File: config.mk
export PLATFORM = sky130hd
export DESIGN_NAME = piso_shift_param
export DESIGN_NICKNAME = d
export VERILOG_FILES = /design/src/rtl/piso_shift_param.sv
export SDC_FILE = /design/constraint.sdc
export NUM_CORES = 1
export LEC_CHECK = 0
export ABC_AREA = 0
export CAP_MARGIN = 20
export CELL_PAD_IN_SITES_DETAIL_PLACEMENT = 0
export CELL_PAD_IN_SITES_GLOBAL_PLACEMENT = 1
export CORE_UTILIZATION = 30
export CTS_BUF_LIST = sky130_fd_sc_hd__clkbuf_16
export DETAILED_ROUTE_END_ITERATION = 10
export PLACE_DENSITY_LB_ADDON = 0.1
export SYNTH_ARGS = -nofsm -noshare
export SYNTH_HDL_FRONTEND = slang
export SYNTH_SLANG_ARGS = --single-unit
File: constraint.sdc
create_clock -name clk -period 1.5 [get_ports clk]
set_input_delay 0.15 -clock clk [delete_from_list [all_inputs] [get_ports clk]]
set_output_delay 0.15 -clock clk [all_outputs]
set_load 0.05 [all_outputs]
File: src/rtl/piso_shift_param.sv
// Parallel-in/serial-out shift register with a valid/ready load handshake.
// Supports selectable bit order, per-cycle shift enable and back-to-back reloads.
module piso_shift_param #(
  parameter int WIDTH      = 8,
  parameter bit MSB_FIRST  = 1'b0,
  parameter bit IDLE_LEVEL = 1'b0
) (
  input  logic                     clk,
  input  logic                     rst,
  input  logic [WIDTH-1:0]         pin,
  input  logic                     load_valid,
  output logic                     load_ready,
  input  logic                     shift_en,
  output logic                     sout,
  output logic                     sout_valid,
  output logic                     busy,
  output logic                     done,
  output logic [WIDTH-1:0]         q,
  output logic [$clog2(WIDTH)-1:0] cnt
);

  // state | meaning
  // IDLE  | no word in flight, sout = IDLE_LEVEL, ready for a new word
  // SHIFT | word in flight, sout = current bit, cnt = bits left after it

  localparam int CW = $clog2(WIDTH);

  localparam logic [0:0] ST_IDLE  = 1'b0;
  localparam logic [0:0] ST_SHIFT = 1'b1;

  logic [0:0]       state;
  logic             last_bit;
  logic             accept;
  logic [WIDTH-1:0] q_shift;

  // The final bit being taken frees the register, so a new word can land with no gap.
  assign last_bit   = (state == ST_SHIFT) && (cnt == '0) && shift_en;
  assign load_ready = (state == ST_IDLE) || last_bit;
  assign accept     = load_valid && load_ready;

  assign busy       = (state == ST_SHIFT);
  assign sout_valid = busy;
  assign sout       = busy ? (MSB_FIRST ? q[WIDTH-1] : q[0]) : IDLE_LEVEL;
  assign q_shift    = MSB_FIRST ? {q[WIDTH-2:0], 1'b0} : {1'b0, q[WIDTH-1:1]};

  always_ff @(posedge clk or negedge rst) begin
    if (!rst) begin
      state <= ST_IDLE;
      q     <= '0;
      cnt   <= '0;
      done  <= 1'b0;
    end else begin
      done <= last_bit;
      if (accept) begin
        q     <= pin;
        cnt   <= CW'(WIDTH - 1);
        state <= ST_SHIFT;
      end else if (last_bit) begin
        q     <= '0;
        state <= ST_IDLE;
      end else if (busy && shift_en) begin
        q   <= q_shift;
        cnt <= cnt - 1'b1;
      end
    end
  end

endmodule

Yosys cells after proc, flatten, opt, wreduce, memory -nomap -nowiden
Index checks and enable logic that the tools add are counted.
{"block": "classes", "n_addsub": 1, "n_eq_ne": 1, "muxes": 9, "bitwise": 1, "reduce_logical": 10}
{"operator": "$mux W8", "count": 3}
{"operator": "$mux W3", "count": 3}
{"operator": "$logic_and A1 B1 Y1", "count": 4}
{"operator": "$reduce_bool A2 Y1", "count": 2}
{"operator": "$logic_not A3 Y1", "count": 1}
{"operator": "$mux W1", "count": 3}
{"operator": "$reduce_bool A3 Y1", "count": 1}
{"operator": "$sub A3 B1 Y3 const B", "count": 1}
{"operator": "$ne A2 B1 Y1 const B", "count": 1}
{"operator": "$reduce_and A2 Y1", "count": 1}
{"operator": "$logic_or A1 B1 Y1", "count": 1}
{"operator": "$not A1 Y1", "count": 1}
{"block": "totals", "regBits": 13, "in_bits": 12, "wordCells": 26}

Longest topological paths before layout
Gate-level depths: netlist of the first run.
{"block": "depth", "word_depth": 7, "mapped_depth": 7, "mapped_depth_nobuf": 6}

Worst setup path after synthesis of the first run
No wires, ideal clock.
{"block": "synth_path", "kind": "register to register", "startpoint": "register cnt[0]", "endpoint": "register state (netlist: busy)", "setup_time_ns": 0.079, "t_arrival_ns": 1.814, "t_required_ns": 1.421, "setup_slack_ns": -0.393, "path_stages_with_launch": 8, "cell_sequence": "dfrtp_1 inv_1 ha_1 ha_1 buf_6 nand2_1 nand2_1 nand2b_1"}
{"block": "synth_via", "elab_chain_cells": 6}
{"element": "start, declared", "line_no": "19", "text": "output logic [$clog2(WIDTH)-1:0] cnt"}
{"element": "start signal, assigned", "line_no": "56", "text": "cnt <= CW'(WIDTH - 1);"}
{"element": "start signal, assigned", "line_no": "63", "text": "cnt <= cnt - 1'b1;"}
{"element": "$logic_not A3 Y1 (*)", "line_no": "37", "text": "assign last_bit = (state == ST_SHIFT) && (cnt == '0) && shift_en;"}
{"element": "$logic_and A1 B1 Y1 (*) (2 in a row)", "line_no": "37"}
{"element": "$logic_or A1 B1 Y1 (*)", "line_no": "38", "text": "assign load_ready = (state == ST_IDLE) || last_bit;"}
{"element": "net load_ready", "line_no": "12", "text": "output logic load_ready,"}
{"element": "$logic_and A1 B1 Y1 (*)", "line_no": "39", "text": "assign accept = load_valid && load_ready;"}
{"element": "$mux W1 / $reduce_bool A2 Y1 (equally long branches)"}
{"element": "end signal, assigned", "line_no": "48", "text": "state <= ST_IDLE;"}
{"element": "end signal, assigned", "line_no": "57", "text": "state <= ST_SHIFT;"}
{"element": "end signal, assigned", "line_no": "60", "text": "state <= ST_IDLE;"}
{"element": "end, declared", "line_no": "31", "text": "logic [0:0] state;"}
Mark *: on every way through the listed nets, which the timed path passes. The rest lies on a longest branch.
A chain may end at the register's enable or synchronous reset.

Worst setup path in the final report of the first run
{"block": "layout_path", "startpoint": "register cnt[1]", "endpoint": "output load_ready"}
{"block": "layout_via", "elab_chain_cells": 4}
{"element": "$logic_not A3 Y1", "line_no": "37"}
{"element": "$logic_and A1 B1 Y1 (2 in a row)", "line_no": "37"}
{"element": "$logic_or A1 B1 Y1", "line_no": "38"}
{"element": "end, declared", "line_no": "12"}
No other way between the ends.

==> results of run 1 <==
synth_stat cells:
master	n	share of area (%)
buf_8	1	1.8
and3_1	7	5.3
and2b_2	1	1.1
a2bb2oi_2	1	1.8
nor2b_1	1	0.76
and2_1	1	0.76
nor2_1	1	0.45
a2bb2oi_1	2	2.1
dfrtp_1	13	39
o2bb2ai_1	2	2.1
o221ai_2	1	1.8
buf_2	2	1.2
buf_4	1	0.91
nand3b_1	1	0.91
nand2_1	10	4.5
ha_1	2	3.0
a21o_1	2	1.8
buf_6	3	4.1
o211ai_2	1	1.5
a21oi_1	7	4.2
and3_2	1	0.91
nand4_1	1	0.76
inv_2	1	0.45
mux2i_1	8	9.7
o221ai_1	6	6.4
nand2b_1	1	0.76
inv_1	3	1.4
through the flow:
stage	setup TNS, ns	setup WS (ns)	cells	hold slack [ns]
floorplan	-0.186	-0.0278	81	-0.146
global placement	0	0.0977	137	0.480
detailed placement	0	0.0931	137	0.476
CTS	0	0.0103	144	0.232
global route	-0.0676	-0.0258	145	0.261
finish	0	0.0256	145	0.224
kinds of logic after synthesis:
| kind of cell | Yosys count | share of synthesized area, % |
|---|---|---|
| compound gates | 22 | 21.8 |
| fa+ha+maj | 2 | 3.03 |
| buf+inv | 11 | 9.85 |
| flops | 13 | 39.4 |
| mux | 8 | 9.70 |
| simple gates | 25 | 16.2 |
critical path: stages (launching register included):
cell and delay [ns]:
dfrtp_2 0.43, inv_2 0.08, ha_4 0.14, ha_4 0.15
nand2_1 0.06, nand2_2 0.09, buf_12 0.14
report_power, final:
group,leakage [nW],internal [mW],switching [mW]
sequential,0.162,0.470,0.140
combinational,0.407,0.517,0.739
clock,0.0423,0.352,0.149
worst max path at each step:
stage | slack, ns | to | startpoint
2_1_floorplan | -0.03 | q[0] | cnt[0]
3_3_place_gp | 0.1 | q[5] | shift_en
3_5_place_dp | 0.09 | q[6] | shift_en
4_1_cts | 0.01 | load_ready | cnt[0]
5_1_grt | -0.03 | load_ready | cnt[0]
6_report | 0.03 | load_ready | cnt[1]
final cells by class:
class	count	share of cell area, %
well taps	30	2.89
inverters	4	1.16
flip-flops and latches	13	25.3
clock buffers	3	5.78
multi-input cells	57	37.2
repair buffers	37	27.4
clock inverters	1	0.289
registers in the layout, summed over array words and instances (netlist names):
register  flops
done          1
cnt           3
q             8
busy          1
what timing repair did:
| action | 4_1_cts | 5_1_grt |
|---|---|---|
| pin swaps | 0 | 3 |
| endpoints found under the setup margin | 1 | 7 |
| buffers inserted | 3 | 1 |
| resized for setup | 0 | 7 |
| cloned | 0 | 0 |
per-layer routing:
metal  share of wire [%]  GRT usage (%)  up-vias
li1                    -              -      363
met1                  50           21.9      349
met2                  46           24.0       19
met3                 3.8           3.61        2
met4                0.43           5.98        0
met5                   0              0        -
==> impl_metrics.toml, run 1 <==
[final_layout]
fin_nets = 130
layout_commonest_cell = "buf_4"
utilization_pct = 51.0
n_fill_cell = 226
multi_input_area_um2 = 483
final_layout_size_suffix_gt1_share_pct = 44.3
areaGrowthSynthToFinish_pct = 57.3
final_cell_mix = "22 x buf_4, 11 x clkdlybuf4s50_1, 10 x dfrtp_1"
antennaDiodeCount = 0
seq_area_um2 = 329
final_cell_area_um2 = 1300

[cts]
cts.sinks = 13
h-tree-depth = 1
clockBufferDepth = 2
numCtsBuffers = 3
root_buffer = "clkbuf_16"
clk_pin_slew_worst_paths_ns = 0.05
cts-hold-fix-buffers = 0
cts_tree = "yes"
clock_latency_ns = 0.24

[placement]
postPlaceCellArea_um2 = 1160
hpwl_um = 1480
globalplace.congestion = 0.794
port_buffers = 27

[global_routing]
grt_pass1_wl_um = 3260
antenna_found_initial = 0
gr-total-overflow = 0
grt_max_degree = 14
grt_pass1_vias = 695
track_usage_pct = 15.9

[die]
core_area_um2 = 2540
ios = 28
dieArea_um2 = 2970
start_util_pct = 32.4
die_x_um = 54.5
num_rows = 18
die_h_um = 54.5

[synth]
syn_area_um2 = 826
yosys_warnings = 0
synthDistinctLibCells = 27
synth-seq-area-share_pct = 39.4
syn_inst = 81
syn-num-nets = 95
synth_area_per_cell_um2 = 10.2
synth-seq-cells = 13

[power]
peakVddDrop_v = 0.000838
power_density_nw_per_um2 = 1820
power_leakage_nw = 0.612
p_total_mw = 2.37

[timing]
slew_viol_final = 0
tightestPinTransition_ns = 0.407
fin_crit_sh_pct = 98.3
slew_headroom_pct = 72.9
setup_viol = 0
fin_skew_ns = 0.00200
finalHoldViolations = 0
finalCriticalPeriod_ns = 1.47
max_freq_mhz = 678
rsz0062_at_grt = "true"

[critical_path]
startpoint_type = "flop"
r2r.worst_path.cells = 7
worstPathRequired_ns = 1.35
crit_path_end_kind = "output port"
crit_type = "reg -> out"
r2r_slack_ns = 0.07
r2r_start = "cnt[0]"
cp.arrival_ns = 1.32
worstReg2RegEnd = "q[2]"
cp_max_fo = 6

[drt]
vias = 733
antenna_left = 0
drtPass1Iterations = 4
via_per_inst = 5.06
wl_per_cell_um = 14.3
drt-initial-drc-count = 18
drc_errors = 0
wirelength_um = 2080

[run_status]
outcome = "completed"

[flow_run]
maxCapViolations = 0

[min_path]
hold_class = "in -> async"
Power figures use the tool's default switching activity.
==> inputs of run 2 (changes only) <==
PLACE_DENSITY = 0.85   (was unset)
PLACE_DENSITY_LB_ADDON = unset   (was 0.1)
==> impl_metrics.toml, run 2 (synthesized netlist as in run 1, its figures left out) <==
[drt]
via_per_inst = 5.23
wl_per_cell_um = 14.1
drtPass1Iterations = 5
drt-initial-drc-count = 20
vias = 774
antenna_left = 0
drc_errors = 0
wirelength_um = 2090

[final_layout]
largest_register_ffs = 8
areaGrowthSynthToFinish_pct = 56.7
layout_top_registers = "q x8, cnt x3"
fin_nets = 133
utilization_pct = 50.8
antennaDiodeCount = 0
final_layout_size_suffix_gt1_share_pct = 41.5
final_cell_mix = "25 x buf_4, 11 x clkdlybuf4s50_1, 10 x dfrtp_1"
final_cell_area_um2 = 1290
layout_commonest_cell = "buf_4"
top_register = "q"

[critical_path]
crit_type = "reg -> out"
worstReg2RegEnd = "cnt[1]"
crit_buf_inv = 2
worstPathRequired_ns = 1.35
r2r_start = "cnt[0]"
path_delay_family = "flip-flops"
cp_max_fo = 7
r2r.worst_path.cells = 7
cpMaxStageDelayCell = "dfrtp_2"
worstPathCellList = "inv_2, ha_4, ha_4, nand2_2, nand2_2, buf_12"
r2r_slack_ns = 0.09
crit_path_end_kind = "output port"
cp.arrival_ns = 1.32
startpoint_type = "flop"
cp_slowest_stage_delay_ns = 0.40

[placement]
pre_cts_ws_ns = 0.0832
hpwl_um = 1450
port_buffers = 27
globalplace.congestion = 0.791
postPlaceCellArea_um2 = 1160

[die]
core_area_um2 = 2540
die_h_um = 54.5
die_x_um = 54.5
ios = 28
dieArea_um2 = 2970
start_util_pct = 32.4
num_rows = 18

[timing]
slew_viol_final = 0
slew_headroom_pct = 70.1
worst_slack_ns = 0.0322
tightestPinTransition_ns = 0.449
fin_skew_ns = 0.00231
rsz0062_at_grt = "true"
finalHoldViolations = 0
finalCriticalPeriod_ns = 1.47
fin_crit_sh_pct = 97.9
setup_viol = 0
whs_ns = 0.163
max_freq_mhz = 681

[cts]
cts.sinks = 13
clock_latency_ns = 0.24
numCtsBuffers = 3
root_buffer = "clkbuf_16"
h-tree-depth = 1
clk_pin_slew_worst_paths_ns = 0.05
clockBufferDepth = 2
cts_tree = "yes"
cts-hold-fix-buffers = 0

[global_routing]
track_usage_pct = 16.7
grt_pass1_wl_um = 3450
gr-total-overflow = 0
grt_max_degree = 12
antenna_found_initial = 0
grt_pass1_vias = 724

[power]
p_total_mw = 2.40
peakVddDrop_v = 0.00102
power_density_nw_per_um2 = 1850
power_leakage_nw = 0.624

[run_status]
outcome = "completed"

[flow_run]
maxCapViolations = 0

[min_path]
hold_class = "in -> async"
run 2: how the worst max path moves through the flow:
stage	depth (start not counted)	from	slack [ns]	to
floorplan	7	cnt[0]	-0.03	q[0]
global placement	6	cnt[0]	0.10	cnt[1]
detailed placement	6	cnt[0]	0.08	cnt[1]
CTS	6	cnt[1]	0.009	load_ready
global route	6	cnt[0]	-0.02	load_ready
finish	6	cnt[0]	0.03	load_ready
run 2: layout make-up:
cell class	count	area, um^2
tap	30	37.5
inverter	4	15.0
timing repair buffer	40	378
clock buffer	3	75.1
sequential	13	329
multi-input combinational	57	455
fill	246	1250
clock inverter	1	3.75
run 2: power by group:
part / total, mW / internal [mW] / switching (mW)
clock network: 0.502 / 0.352 / 0.150
logic: 1.31 / 0.539 / 0.769
registers: 0.590 / 0.470 / 0.120
run 2: metrics by stage:
step                std cells  setup TNS [ns]
global placement          137               0
CTS                       147               0
finish                    148               0
global route              148         -0.0166
detailed placement        137               0
floorplan                  81          -0.186
run 2: layer usage:
metal	GRT usage, %	vias up	share of wire [%]
met5	0	-	0
met4	6.41	0	2.2
met3	5.00	7	5.0
met2	26.8	25	45
met1	20.9	369	48
li1	-	373	-
run 2: repair_timing:
action / CTS / global route
buffers inserted: 6 / 1
setup endpoints to repair: 1 / 2
gates resized for setup: 0 / 2
hold endpoints to repair: 0 / 0
pin swaps: 0 / 1
